`src/rtl/prog_clock_divider_pkg.sv`:
```
// prog_clock_divider_pkg: shared defaults and channel-select width helper
package prog_clock_divider_pkg;
  localparam int CNT_W_DEF = 25;
  localparam int DIV_DEFAULT_DEF = 24000000;
  function automatic int ch_w(input int n);
    return (n > 1) ? $clog2(n) : 1;
  endfunction
endpackage

```
`src/rtl/divider_channel.sv`:
```
// divider_channel: one programmable 50%-duty divider slice with pending half-period reload
module divider_channel
  import prog_clock_divider_pkg::*;
#(
  parameter int CNT_W = CNT_W_DEF,
  parameter int DIV_DEFAULT = DIV_DEFAULT_DEF
) (
  input  logic             clk,
  input  logic             rst,
  input  logic             en,
  input  logic             sync_clr,
  input  logic             load_now,
  input  logic             load_pend,
  input  logic [CNT_W-1:0] load_val,
  output logic             divided_clk,
  output logic             tick,
  output logic             pend
);
  logic [CNT_W-1:0] cnt_q, cnt_d, half_q, half_d, pend_half_q, pend_half_d, half_m1;
  logic             clk_q, clk_d, tick_q, tick_d, pend_q, pend_d, term;
  assign half_m1 = half_q - CNT_W'(1);
  assign term = en && (cnt_q == half_m1);
  always_comb begin
    cnt_d = cnt_q;
    half_d = half_q;
    pend_half_d = pend_half_q;
    pend_d = pend_q;
    clk_d = clk_q;
    tick_d = 1'b0;
    if (sync_clr) begin
      cnt_d = '0;
      clk_d = 1'b0;
      half_d = (load_now && pend_q) ? pend_half_q : half_q;
      pend_d = 1'b0;
    end else begin
      if (en) begin
        cnt_d = term ? '0 : cnt_q + CNT_W'(1);
        clk_d = clk_q ^ term;
        tick_d = term && !clk_q;
      end
      if (term && pend_q) begin
        half_d = pend_half_q;
        pend_d = 1'b0;
      end
      // a write landing on the terminal edge bypasses the pending slot
      if (load_pend && term) half_d = load_val;
      else if (load_pend) begin
        pend_half_d = load_val;
        pend_d = 1'b1;
      end
    end
  end
  always_ff @(posedge clk) begin
    if (rst) begin
      cnt_q <= '0;
      half_q <= CNT_W'(DIV_DEFAULT);
      pend_half_q <= '0;
      pend_q <= 1'b0;
      clk_q <= 1'b0;
      tick_q <= 1'b0;
    end else begin
      cnt_q <= cnt_d;
      half_q <= half_d;
      pend_half_q <= pend_half_d;
      pend_q <= pend_d;
      clk_q <= clk_d;
      tick_q <= tick_d;
    end
  end
  assign divided_clk = clk_q;
  assign tick = tick_q;
  assign pend = pend_q;
endmodule

```
`src/rtl/prog_clock_divider.sv`:
```
// prog_clock_divider: CH_N runtime-programmable divided clocks with tick strobes
module prog_clock_divider
  import prog_clock_divider_pkg::*;
#(
  parameter int CH_N = 2,
  parameter int CNT_W = CNT_W_DEF,
  parameter int DIV_DEFAULT = DIV_DEFAULT_DEF,
  parameter int CH_W = ch_w(CH_N)
) (
  input  logic             clk,
  input  logic             rst,
  input  logic [CH_N-1:0]  en,
  input  logic             sync_clr,
  input  logic             cfg_valid,
  output logic             cfg_ready,
  input  logic [CH_W-1:0]  cfg_ch,
  input  logic [CNT_W-1:0] cfg_half,
  output logic [CH_N-1:0]  divided_clk,
  output logic [CH_N-1:0]  tick
);
  logic [CH_N-1:0]  pend;
  logic [CNT_W-1:0] load_val;
  logic             blk, fire;
  assign load_val = (cfg_half == '0) ? CNT_W'(1) : cfg_half;
  assign fire = cfg_valid && cfg_ready;
  // out-of-range channels never match, so such requests are accepted and dropped
  always_comb begin
    blk = 1'b0;
    for (int j = 0; j < CH_N; j++) blk = blk | (pend[j] && (cfg_ch == CH_W'(j)));
    cfg_ready = !sync_clr && !blk;
  end
  for (genvar i = 0; i < CH_N; i++) begin : g_ch
    divider_channel #(.CNT_W(CNT_W), .DIV_DEFAULT(DIV_DEFAULT)) u_ch (
      .clk(clk),
      .rst(rst),
      .en(en[i]),
      .sync_clr(sync_clr),
      .load_now(sync_clr),
      .load_pend(fire && (cfg_ch == CH_W'(i))),
      .load_val(load_val),
      .divided_clk(divided_clk[i]),
      .tick(tick[i]),
      .pend(pend[i])
    );
  end
endmodule

```
`config.mk`:
```
export PLATFORM = sky130hd
export DESIGN_NAME = prog_clock_divider
export DESIGN_NICKNAME = d
export VERILOG_FILES = /design/src/rtl/prog_clock_divider_pkg.sv /design/src/rtl/divider_channel.sv /design/src/rtl/prog_clock_divider.sv
export SDC_FILE = /design/constraint.sdc
export NUM_CORES = 1
export LEC_CHECK = 0
export ABC_AREA = 1
export CORE_MARGIN = 2
export CORE_UTILIZATION = 30
export DETAILED_ROUTE_END_ITERATION = 12
export HOLD_SLACK_MARGIN = 0.06
export PLACE_DENSITY = 0.5
export SLEW_MARGIN = 20
export SYNTH_ARGS = -nofsm -noshare
export SYNTH_HDL_FRONTEND = slang
export SYNTH_HIERARCHICAL = 1
export SYNTH_SLANG_ARGS = --single-unit
```
`constraint.sdc`:
```
create_clock -name clk -period 6.4 [get_ports clk]
set_input_delay 1.28 -clock clk [delete_from_list [all_inputs] [get_ports clk]]
set_output_delay 1.28 -clock clk [all_outputs]
set_load 0.02 [all_outputs]
```
# Word-level counts from Yosys, hierarchy flattened
# Index checks and enable logic that the tools add are counted.
totals:
  regBits: 156
  out_inout_bits: 5
  elab_cells: 76
classes:
  n_addsub: 4
  n_eq_ne: 4
  muxes: 17
  bitwise_logic: 9
  n_reduce_logical: 30
ops:
  columns: ["op", "count"]
  rows:
  - ["two-way mux 25 bit", 11]
  - ["adder 25 x 1 -> 25 bit (second input constant)", 2]
  - ["== test 25 bit", 2]
  - ["subtractor 25 x 1 -> 25 bit (second input constant)", 2]
  - ["logical NOT 25 bit", 1]
  - ["logical AND 1 bit", 16]
  - ["two-way mux 1 bit", 6]
  - ["NOT 1 bit", 6]
  - ["AND reduction 3 bit", 2]
  - ["nonzero test 3 bit", 2]
  - ["OR reduction 3 bit", 2]
  - ["logical NOT 1 bit", 4]
  - ["inequality test 2 x 1 -> 1 bit (second input constant)", 2]
  - ["AND reduction 2 bit", 2]
  - ["OR reduction 2 bit", 1]
  - ["bitwise XOR 1 bit", 2]
  - ["bitwise OR 1 bit", 1]

# Depth between registers and ports, before layout
depth:
  word_depth: 10
  depth_mapped: 21
  ltp_nobuf: 19

# Cells and area by module
# Netlist, hierarchy kept.
modules_own_cells:
  columns: ["mod", "instances", "cells_per_inst", "area_each_um2"]
  rows:
  - ["divider_channel at g_ch[0].u_ch", 1, 796, 5126.2]
  - ["divider_channel at g_ch[1].u_ch", 1, 810, 4954.8]
  - ["prog_clock_divider", 1, 70, 266.5]

# Worst setup path before layout
# OpenSTA, ideal clock, no wires.
synth_timing:
  path_type: "input port to flip-flop"
  from: "input port en[0]"
  to: "register g_ch[0].u_ch.clk_q"
  setup_ps: 70
  arrival_ps: 2936
  required_time_ps: 6330
  path_slack_ps: 3394
  path_stages: 17
  path_buffers: 3
  path_cell_list: "buf_2 -> inv_1 -> a21oi_1 -> nand3_1 -> inv_1 -> nand2_1 -> inv_1 -> nand2_1 -> nor2_1 -> nand2_1 -> nor2_2 -> nand3_4 -> nor2_8 -> buf_8 -> buf_4 -> ha_1 -> a21oi_1"
synth_via:
  elab_chain_len: 2
synth_lines:
  columns: ["item", "line_no", "text"]
  rows:
  - ["start: declaration", "prog_clock_divider.sv:12", "input logic [CH_N-1:0] en,"]
  - ["logical AND 1 bit", "divider_channel.sv:22", "assign term = en && (cnt_q == half_m1);"]
  - ["bitwise XOR 1 bit", "divider_channel.sv:38", "clk_d = clk_q ^ term;"]
  - ["end signal: assignment", "divider_channel.sv:66", "clk_q <= clk_d;"]
  - ["end: declaration", "divider_channel.sv:20", "logic clk_q, clk_d, tick_q, tick_d, pend_q, pend_d, term;"]
# Several ways; a longest one is shown, not always the timed one.
# A chain may end at the register's enable or synchronous reset.

# Final worst setup path
layout_timing:
  from: "input port en[0]"
  to: "register g_ch[0].u_ch.cnt_q[24]"
layout_via:
  elab_chain_len: 2
layout_lines:
  columns: ["item", "line_no", "text"]
  rows:
  - ["logical AND 1 bit", "divider_channel.sv:22", null]
  - ["two-way mux 25 bit", "divider_channel.sv:37", "cnt_d = term ? '0 : cnt_q + CNT_W'(1);"]
  - ["end signal: assignment", "divider_channel.sv:62", "cnt_q <= cnt_d;"]
  - ["end: declaration", "divider_channel.sv:19", "logic [CNT_W-1:0] cnt_q, cnt_d, half_q, half_d, pend_half_q, pend_half_d, half_m1;"]
# Several ways; a longest one is shown, not always the timed one.

==> results.sh <==
export IMPL_via_per_inst=4.609
export IMPL_cts_tree="done"
export IMPL_min_path_cells=2
export IMPL_finalClockSkew_ns=0.009959
export IMPL_crit_fanout=48
export IMPL_drt_wl_total_um=29590
export IMPL_drive_gt1_share_pct=6.715
export IMPL_wl_per_cell_um=13.94
export IMPL_p_int_mw=1.639
export IMPL_grt_pass1_wl_um=48470
export IMPL_synth_cells=1676
export IMPL_layout_worst_path_cycle_share_pct=64.10
export IMPL_outcome="complete, no violations"
export IMPL_post_cts_setup_buffers=0
export IMPL_track_usage_pct=16.97
export IMPL_period_needed_ns=4.102
export IMPL_syn_nets=1714
export IMPL_grt_max_degree=51
export IMPL_comb_power_share_pct=7.7
export IMPL_fin_nets=1693
export IMPL_area_growth_pct=11.10
export IMPL_insertion_delay_ns=0.43
export IMPL_setup_ws_ns=2.298
export IMPL_final_max_slew_viol_count=0
export IMPL_start_util_pct=30.18
export IMPL_synth_seq_cells=156
export IMPL_r2r_slack_ns=2.99
export IMPL_cts_num_sinks=156
export IMPL_synth_area_mux_share_pct=0
export IMPL_antenna_found_initial=0
export IMPL_antenna_cells=0
export IMPL_clockBufferDepth=2
export IMPL_synth_simple_area_share_pct=47.74
export IMPL_rsz0062_at_grt="no"
export IMPL_die_w_um=189.7
export IMPL_synthArstFlopShare_pct=0
export IMPL_cap_violations=0
export IMPL_firstDrtPassIters=5
export IMPL_grt_pass1_vias=8996
export IMPL_synth_compound_area_share_pct=4.994
export IMPL_p_switching_uw=566.1
export IMPL_critPathCaptureType="flip-flop"
export IMPL_synth_area_per_cell_um2=6.174
export IMPL_worst_pin_slew_ns=1.043
export IMPL_synth_ff_type="dfxtp_1"
export IMPL_ir_drop_v=0.0001456
export IMPL_pwr_share_seq_pct=45.2
export IMPL_dr_total_vias=9784
export IMPL_fmax_mhz=243.8
export IMPL_total_power_mw=2.205
export IMPL_seq_area_frac_synth_pct=30.18
export IMPL_ys_types=42
export IMPL_yosysWarnings=6
export IMPL_post_place_ws_ns=1.830
export IMPL_leakagePower_nw=5.130
export IMPL_p_per_area_nw_per_um2=191.8
export IMPL_synthXorXnorAreaFrac_pct=4.148
export IMPL_cts_root_buf="clkbuf_16"
export IMPL_critPathArrivalTime_ns=4.42
export IMPL_core_um2=34290
export IMPL_crit_required_ns=6.71
export IMPL_crit_type="in -> reg"
export IMPL_synthesis_area_um2=10350
export IMPL_remaining_drc_errors=0
export IMPL_rows=68
export IMPL_ant_nets=0
export IMPL_gp_congestion=0.8623
export IMPL_h_tree_depth=4
export IMPL_ios=37
export IMPL_drt_iter0_markers=773
export IMPL_synth_edf_count=0
export IMPL_dp_hpwl_um=21680
export IMPL_synth_fa_ha_area_share_pct=0.7255
export IMPL_hold_viol_final=0
export IMPL_setup_viol=0
export IMPL_overflow=0
export IMPL_hold_path_class="reg -> reg"
export IMPL_startpoint_type="input pin"
export IMPL_numCtsBuffers=17
export IMPL_synth_top_family_by_area="simple AND/OR/NAND/NOR gates"
export IMPL_path_clk_slew_ns=0.07
export IMPL_die_area_um2=35990
export IMPL_p_clk_share_pct=47.0
export IMPL_postCtsHoldBufs=0
export IMPL_slew_headroom_pct=30.23
export IMPL_finalSetupTns_ns=0
export IMPL_io_buffers=36
export IMPL_ctsResizeCount=0
export IMPL_p_sw_share_pct=25.68
export IMPL_die_height_um=189.7
export IMPL_rr_worst_depth=14
registers in the layout, summed over array words and instances (netlist names):
signal	count
g_ch.u_ch/half_q	50
g_ch.u_ch/cnt_q	50
g_ch.u_ch/tick	2
g_ch.u_ch/pend_half_q	50
g_ch.u_ch/pend	2
g_ch.u_ch/divided_clk	2
metrics by stage:
| step | area (um2) | instances | hold WS [ns] | utilization, % |
|---|---|---|---|---|
| after global placement | 10900 | 2090 | 0.4431 | 31.78 |
| after global routing | 11500 | 2123 | 0.4854 | 33.53 |
| after CTS | 11480 | 2122 | 0.4679 | 33.48 |
| after detailed placement | 10900 | 2090 | 0.4523 | 31.78 |
| final | 11500 | 2123 | 0.4595 | 33.53 |
| after floorplan | 10350 | 1676 | 0.4337 | - |
area by class of cell:
cell class                      instances  area (um2)
Inverter                              213       802.0
Clock inverter                         11       132.6
Multi-Input combinational cell       1221        5976
Sequential cell                       156        3123
Tap cell                              455       569.3
Clock buffer                           21       450.4
Fill cell                            3796       22790
Timing Repair Buffer                   46       442.9
cell usage after synthesis (3+ instances only):
cell type	count	area share, %
a21boi_1	11	0.80
nor3b_1	5	0.36
nand2_1	434	16
a211oi_1	5	0.36
inv_2	8	0.29
clkinv_1	7	0.25
o21ai_1	3	0.15
nand3_2	21	2.0
a21boi_0	19	1.4
buf_2	18	0.87
nand4_1	16	0.97
a21oi_1	24	1.2
nor2_8	3	0.58
nor2_2	17	1.0
nand2_2	5	0.30
buf_1	5	0.18
nor3_1	22	1.1
ha_1	6	0.73
inv_1	197	7.1
xor2_1	27	2.3
o21ai_0	12	0.58
dfxtp_1	156	30
nor2_4	6	0.65
nand3_1	175	8.5
xnor2_1	22	1.9
buf_6	7	0.76
nand2_4	3	0.33
nand3b_1	53	3.8
clkbuf_1	43	1.6
buf_4	11	0.80
nor2_1	317	11
cells in the final DEF, fill, tap and decap left out, drive strengths merged:
cell,n
a211oi,5
a21boi,30
a21oi,24
a31oi,2
buf,10
bufinv,2
clkbuf,21
clkdlybuf4s50,36
clkinv,7
clkinvlp,5
dfxtp,156
ha,6
inv,210
nand2,442
nand3,198
nand3b,53
nand4,16
nor2,343
nor3,25
nor3b,5
o211a,1
o21ai,15
o21bai,2
o22ai,2
o32ai,1
or2,2
xnor2,22
xor2,27
worst paths after layout:
path                                                               start                                        to
worst max-delay path                                               en[0]       g_ch[0].u_ch/cnt_q[24]$_SDFFE_PP0P_
worst min-delay path            g_ch[0].u_ch/pend_half_q[1]$_SDFFE_PP0P_  g_ch[0].u_ch/pend_half_q[1]$_SDFFE_PP0P_
worst max register to register       g_ch[1].u_ch/half_q[5]$_SDFFE_PP0P_       g_ch[1].u_ch/half_q[5]$_SDFFE_PP0P_
worst min register to register  g_ch[0].u_ch/pend_half_q[1]$_SDFFE_PP0P_  g_ch[0].u_ch/pend_half_q[1]$_SDFFE_PP0P_
routing by layer:
metal	share of wire [%]	GRT usage, %	vias up	wire [um]
li1	-	-	5151	-
met1	52	24.93	4433	15300
met2	43	25.73	178	12750
met3	3.8	2.398	22	1129
met4	1.4	4.800	0	410
met5	0	0	-	0
power by group through the flow:
stage | sequential [mW] | clock (mW) | combinational [mW]
2_1_floorplan | 1.02 | 0 | 0.115
3_3_place_gp | 1.02 | 0 | 0.170
3_5_place_dp | 1.02 | 0 | 0.171
4_1_cts | 0.997 | 1.07 | 0.171
5_1_grt | 0.998 | 1.11 | 0.192
6_report | 0.997 | 1.04 | 0.171
cell families after synthesis:
| family | Yosys count |
|---|---|
| DFF | 156 |
| buffers and inverters | 299 |
| and+or+nand+nor | 1084 |
| adders and majority gates | 6 |
| AOI/OAI and AO/OA | 82 |
| xor gates and xnor gates | 49 |
worst max-delay path, stage by stage:
cell and delay (ns):
clkdlybuf4s50_1 0.63, inv_1 0.11, a21oi_1 0.14, nand3_1 0.10, inv_1 0.06, nand2_1 0.06, inv_1 0.05, nand2_1 0.04
nor2_1 0.08, nand2_1 0.07, nor2_2 0.12, nand3_4 0.11, nor2_8 0.56, inv_2 0.50, nand2_4 0.35, nor3b_1 0.09
No activity file was read; power rests on OpenSTA's default activity.
